--- src/rtl/sram_bank_array.sv ---
// ---------------------------------------------------------------------------
// sram_bank_array
//
// Responder end of the memory controller's per-SRAM control bus. Holds every
// SRAM bank used by the dot-product engine: the operand banks (indices
// 0..Nums_SRAM_In-1) followed by the result banks. Each bank is an
// independent dual-port (one read, one write) memory with registered read
// data, a self-timed clear sequence and a sticky access-error flag.
//
// Ports
//   clk            single clock, all state updates on the rising edge
//   Bank_reset_n   asynchronous active-low reset (memory contents untouched)
//   Mem_Clear      per-bank clear request, rising-edge detected
//   En_Chip_Select per-bank select; no access or error without it
//   En_Read        per-bank read enable
//   En_Write       per-bank write enable
//   Addr_Read      packed read addresses,  bank i at [i*Addr_Width +: Addr_Width]
//   Addr_Write     packed write addresses, bank i at [i*Addr_Width +: Addr_Width]
//   Data_In        packed write data,      bank i at [i*Data_Width +: Data_Width]
//   Err_Clear      synchronous clear of all Access_Err bits
//   Data_Out       packed registered read data (one cycle after the request)
//   Data_Valid     per-bank, high only in the cycle Data_Out holds a fresh read
//   Clear_Busy     per-bank, bank is running its clear sequence
//   Access_Err     per-bank sticky error flag
// ---------------------------------------------------------------------------
module sram_bank_array #(
    parameter int Addr_Width    = 4,
    parameter int Ram_Depth     = 1 << Addr_Width,
    parameter int Nums_SRAM_In  = 2,
    parameter int Nums_SRAM_Out = 1,
    parameter int Nums_SRAM     = Nums_SRAM_In + Nums_SRAM_Out,
    parameter int Data_Width    = 8
) (
    input  logic                            clk,
    input  logic                            Bank_reset_n,
    input  logic [Nums_SRAM-1:0]            Mem_Clear,
    input  logic [Nums_SRAM-1:0]            En_Chip_Select,
    input  logic [Nums_SRAM-1:0]            En_Read,
    input  logic [Nums_SRAM-1:0]            En_Write,
    input  logic [Nums_SRAM*Addr_Width-1:0] Addr_Read,
    input  logic [Nums_SRAM*Addr_Width-1:0] Addr_Write,
    input  logic [Nums_SRAM*Data_Width-1:0] Data_In,
    input  logic                            Err_Clear,
    output logic [Nums_SRAM*Data_Width-1:0] Data_Out,
    output logic [Nums_SRAM-1:0]            Data_Valid,
    output logic [Nums_SRAM-1:0]            Clear_Busy,
    output logic [Nums_SRAM-1:0]            Access_Err
);

    typedef enum logic {
        IDLE  = 1'b0,
        CLEAR = 1'b1
    } bank_state_e;

    // One extra bit so that a depth of exactly 2^Addr_Width is representable.
    localparam logic [Addr_Width:0]   DEPTH     = (Addr_Width + 1)'(Ram_Depth);
    localparam logic [Addr_Width-1:0] LAST_ADDR = Addr_Width'(Ram_Depth - 1);

    // Previous-cycle Mem_Clear, shared by all banks for edge detection.
    logic [Nums_SRAM-1:0] mem_clear_q;

    always_ff @(posedge clk or negedge Bank_reset_n) begin
        if (!Bank_reset_n) begin
            mem_clear_q <= '0;
        end else begin
            // NOTE: sequential state uses non-blocking assignments so every
            // register samples pre-edge values regardless of statement order.
            mem_clear_q <= Mem_Clear;
        end
    end

    for (genvar i = 0; i < Nums_SRAM; i++) begin : g_bank

        bank_state_e             state_q, state_d;
        logic [Addr_Width-1:0]   ptr_q, ptr_d;
        logic [Data_Width-1:0]   mem [Ram_Depth];
        logic [Data_Width-1:0]   rdata_q;
        logic                    valid_q;
        logic                    err_q;

        logic [Addr_Width-1:0]   raddr;
        logic [Addr_Width-1:0]   waddr;
        logic [Data_Width-1:0]   wdata;
        logic                    sel_rd;
        logic                    sel_wr;
        logic                    rd_ok;
        logic                    wr_ok;
        logic                    busy;
        logic                    clr_rise;
        logic                    err_set;
        logic                    do_read;

        assign raddr    = Addr_Read[i*Addr_Width +: Addr_Width];
        assign waddr    = Addr_Write[i*Addr_Width +: Addr_Width];
        assign wdata    = Data_In[i*Data_Width +: Data_Width];
        assign sel_rd   = En_Chip_Select[i] & En_Read[i];
        assign sel_wr   = En_Chip_Select[i] & En_Write[i];
        assign rd_ok    = {1'b0, raddr} < DEPTH;
        assign wr_ok    = {1'b0, waddr} < DEPTH;
        assign busy     = (state_q == CLEAR);
        assign clr_rise = Mem_Clear[i] & ~mem_clear_q[i];

        // Reads are only serviced outside a clear; an out-of-range read still
        // completes (returning zero) so the requester is not left waiting.
        assign do_read  = sel_rd & ~busy;

        // Any selected access during a clear, or any out-of-range selected
        // access, is an error.
        assign err_set  = (sel_rd | sel_wr) &
                          (busy | (sel_rd & ~rd_ok) | (sel_wr & ~wr_ok));

        // Clear FSM next-state logic. A rising edge while already clearing is
        // ignored because CLEAR never looks at clr_rise.
        always_comb begin
            // NOTE: defaults first so every path assigns every output and no
            // latch is inferred.
            state_d = state_q;
            ptr_d   = ptr_q;
            unique case (state_q)
                IDLE: begin
                    if (clr_rise) begin
                        state_d = CLEAR;
                        ptr_d   = '0;
                    end
                end
                CLEAR: begin
                    ptr_d = ptr_q + 1'b1;
                    if (ptr_q == LAST_ADDR) begin
                        state_d = IDLE;
                        ptr_d   = '0;
                    end
                end
                default: begin
                    state_d = IDLE;
                    ptr_d   = '0;
                end
            endcase
        end

        always_ff @(posedge clk or negedge Bank_reset_n) begin
            if (!Bank_reset_n) begin
                state_q <= IDLE;
                ptr_q   <= '0;
                rdata_q <= '0;
                valid_q <= 1'b0;
                err_q   <= 1'b0;
            end else begin
                state_q <= state_d;
                ptr_q   <= ptr_d;
                valid_q <= do_read;
                if (do_read) begin
                    rdata_q <= rd_ok ? mem[raddr] : '0;
                end
                // A new error in the same cycle as Err_Clear wins.
                err_q   <= err_set | (err_q & ~Err_Clear);
            end
        end

        // NOTE: the storage array has no reset; it is cleared only by the
        // clear sequence, so a reset mid-clear leaves it partially cleared.
        // Reading mem above with non-blocking updates here gives read-first
        // behaviour on a same-address read/write collision.
        always_ff @(posedge clk) begin
            if (busy) begin
                mem[ptr_q] <= '0;
            end else if (sel_wr && wr_ok) begin
                mem[waddr] <= wdata;
            end
        end

        assign Data_Out[i*Data_Width +: Data_Width] = rdata_q;
        assign Data_Valid[i] = valid_q;
        assign Clear_Busy[i] = busy;
        assign Access_Err[i] = err_q;

    end : g_bank

endmodule

--- config.mk ---
export PLATFORM = sky130hd
export DESIGN_NAME = sram_bank_array
export DESIGN_NICKNAME = d
export VERILOG_FILES = /design/src/rtl/sram_bank_array.sv
export SDC_FILE = /design/constraint.sdc
export NUM_CORES = 1
export LEC_CHECK = 0
export ABC_AREA = 1
export CELL_PAD_IN_SITES_DETAIL_PLACEMENT = 1
export CELL_PAD_IN_SITES_GLOBAL_PLACEMENT = 1
export CORE_ASPECT_RATIO = 0.5
export CORE_MARGIN = 2
export CORE_UTILIZATION = 30
export CTS_BUF_LIST = sky130_fd_sc_hd__clkbuf_2
export CTS_CLUSTER_DIAMETER = 200
export DETAILED_ROUTE_END_ITERATION = 12
export GPL_TIMING_DRIVEN = 0
export PLACE_DENSITY = 0.53
export SLEW_MARGIN = 40
export SYNTH_ARGS = -nofsm -noshare
export SYNTH_HDL_FRONTEND = slang
export SYNTH_SLANG_ARGS = --single-unit
--- constraint.sdc ---
create_clock -name clk -period 3.05 [get_ports clk]
set_input_delay 0.61 -clock clk [delete_from_list [all_inputs] [get_ports clk]]
set_output_delay 0.61 -clock clk [all_outputs]
set_load 0.005 [all_outputs]
==> impl_metrics.ini <==
[cells_and_area]
drive_above_1_share_pct = 16.7
multiInputGateArea_um2 = 4820
n_fill_cell = 6647
utilization_pct = 35.9
layout.nets = 1909
syn_to_final_growth_pct = 17.9
seq_area_um2 = 12700

[placement]
place.gp.congestion = 0.857
portBuffers = 86
dp_hpwl_um = 36700

[logic_synthesis]
synth_cells = 1634
post-synth-top-count-cell = nand2_1
synth_top_area_share_pct = 63.9
synth.cells.most_frequent = nand2_1, edfxtp_1, nand3_1
async_reset_ff_share_pct = 11.1
synth-edff-count = 384
yosysTopAreaCell = edfxtp_1
ys_ff_latch = 432
ys_top_cells_by_area = edfxtp_1, nand2_1, nand3_1
yosys_warnings = 0
ys_types = 31
synth.avg_cell_area_um2 = 11.0
ys.flop_type = edfxtp_1
synth_area_um2 = 18100
yosysSeqAreaShare_pct = 70.5
syn-num-nets = 1700

[power]
power.share.clock_pct = 25.7
p_total_mw = 15.3
pwr-share-comb_pct = 21.9
ir_drop_mv = 0.251
p_seq_share_pct = 52.4
p_leak_nw = 8.42
p_int_mw = 10.2
p_per_area_nw_per_um2 = 720
sw_frac_of_total_pct = 33.4
switching_power_mw = 5.13

[clock_tree]
clk_latency_ns = 1.14
postCtsSetupBuffers = 0
clock-root-buffer = clkbuf_2
cts_buffer_depth = 3
hold_buffers = 12
cts_buffers = 104
h-tree-depth = 3
cts_tree = built
post_cts_resized = 0
clock-sinks = 432
cts.clk_slew.worst_paths_ns = 0.10

[sta]
final.setup_skew_ns = 0.109
finalSetupViolations = 0
fmaxAchievable_mhz = 363
final_max_slew_viol_count = 0
relSlewSlack_pct = 44.9
setup_tns_ns = 0
finalHoldViolations = 0
min_period_ns = 2.75
rsz0062_at_grt = false
worst_pin_slew_ns = 0.821
whs_ns = 0.203
timing.final.crit_share_pct = 90.2

[route]
vias = 12475
wl_per_cell_um = 19.6
drtIter0Drc = 600
ant_nets = 0
drt-total-wl_um = 53600
routed_via_density = 4.56
first_pass_iters = 5
drc = 0

[setup_path]
required_ns = 2.44
cp_max_fo = 7
cpMaxStageDelayCell = dfrtp_1
cp.arrival_ns = 2.14
max_stage_delay_ns = 0.48
path_cells = buf_4 > clkdlybuf4s50_1
r2r_cells = 5
cp-start-kind = flip-flop
crit_type = reg -> out
setup.worst_path.end_class = output port

[floorplanning]
core_area_um2 = 59400
dieArea_um2 = 62300
placementRows = 63
fp.dieW_um = 351
die_y_um = 177
ioPinCount = 96
initial_core_util_pct = 30.4

[global_route]
grt_start_max_net_pins = 34
grt_antenna_before_repair = 2
grt_pass1_wl_um = 80200
grt_pass1_vias = 12878
grt_overflow = 0
grt_usage_pct = 17.6

[run_status]
status = complete, no violations

[hold_path]
min_path_cells = 7
hold_class = in -> reg

[job]
max-cap-violations = 0
==> cells by family after synthesis <==
group	count (synthesis)	synth area share, %
mux	2	0.111
xor+xnor	3	0.146
fa+ha+maj	3	0.208
flops	432	70.5
buf+inv	154	4.10
simple gates	1004	23.6
compound gates	36	1.26
==> through the flow <==
step / worst slack [ns] / instances / instance area (um^2)
after floorplan: 0.939 / 1634 / 18100
after CTS: 0.0928 / 2734 / 21200
final: 0.299 / 2736 / 21300
after detailed placement: -0.159 / 2537 / 20200
after global placement: -0.458 / 2532 / 19900
after global routing: 0.0704 / 2736 / 21300
==> cells in the final DEF, fill, tap and decap left out, types with 18 or more instances in the layout <==
master and n:
clkinv_1 23, buf_2 44, clkbuf_2 154, nor2_2 20
nand2_1 609, buf_4 26, inv_1 59, nand3_1 299
nor2_4 18, nor2_1 31, edfxtp_1 384, dfrtp_1 48
clkdlybuf4s50_1 85
==> power by group through the flow <==
stage                     combinational, mW  clock, mW  sequential [mW]
after detailed placement               3.36          0             8.17
after global routing                   3.74       4.41             8.14
after CTS                              3.38       4.13             8.04
after global placement                 3.23          0             8.16
final                                  3.36       3.94             8.02
after floorplan                        1.86          0             8.09
==> state kept, by name (all words and copies together) (netlist names) <==
signal          count
g_bank.valid_q      3
g_bank.err_q        3
g_bank.mem        384
g_bank.busy         3
mem_clear_q         3
g_bank.rdata_q     24
g_bank.ptr_q       12
==> path summary, 6_finish.rpt <==
kind | endpoint | start | slack [ns]
worst min-delay path | g_bank[1].rdata_q[0]$_DFFE_PN0P_ | Addr_Read[6] | 0.20
worst min register to register | g_bank[1].busy$_DFF_PN0_ | mem_clear_q[1]$_DFF_PN0_ | 0.45
worst max-delay path | Clear_Busy[2] | g_bank[2].busy$_DFF_PN0_ | 0.30
max in group asynchronous | g_bank[0].ptr_q[3]$_DFFE_PN0P_ | Bank_reset_n | 2.06
min in group asynchronous | g_bank[0].err_q$_DFF_PN0_ | Bank_reset_n | 0.59
worst max register to register | g_bank[1].mem[10][6]$_DFFE_PP_ | g_bank[1].busy$_DFF_PN0_ | 0.39
==> final cells by class <==
class | instances | area share [%]
Sequential cell | 432 | 59.8
Multi-Input combinational cell | 1048 | 22.7
Timing Repair Buffer | 103 | 4.83
Tap cell | 812 | 4.77
Clock buffer | 153 | 3.60
Buffer | 84 | 2.25
Inverter | 70 | 1.23
Clock inverter | 32 | 0.817
Antenna cell | 2 | 0.0235
==> worst max-delay path, delay by kind of cell, from the launching register on <==
kind / cells / cell delay (ns)
buf+inv: 2 / 0.63
flops: 1 / 0.48
==> routing by layer <==
metal,up-vias,share of wire (%),GRT usage (%)
met5,-,0,0
met4,0,2.5,5.69
met1,6093,45,22.4
li1,6061,-,-
met3,100,3.4,3.48
met2,221,49,29.9
Note: power is estimated with default switching activity, not from simulation.
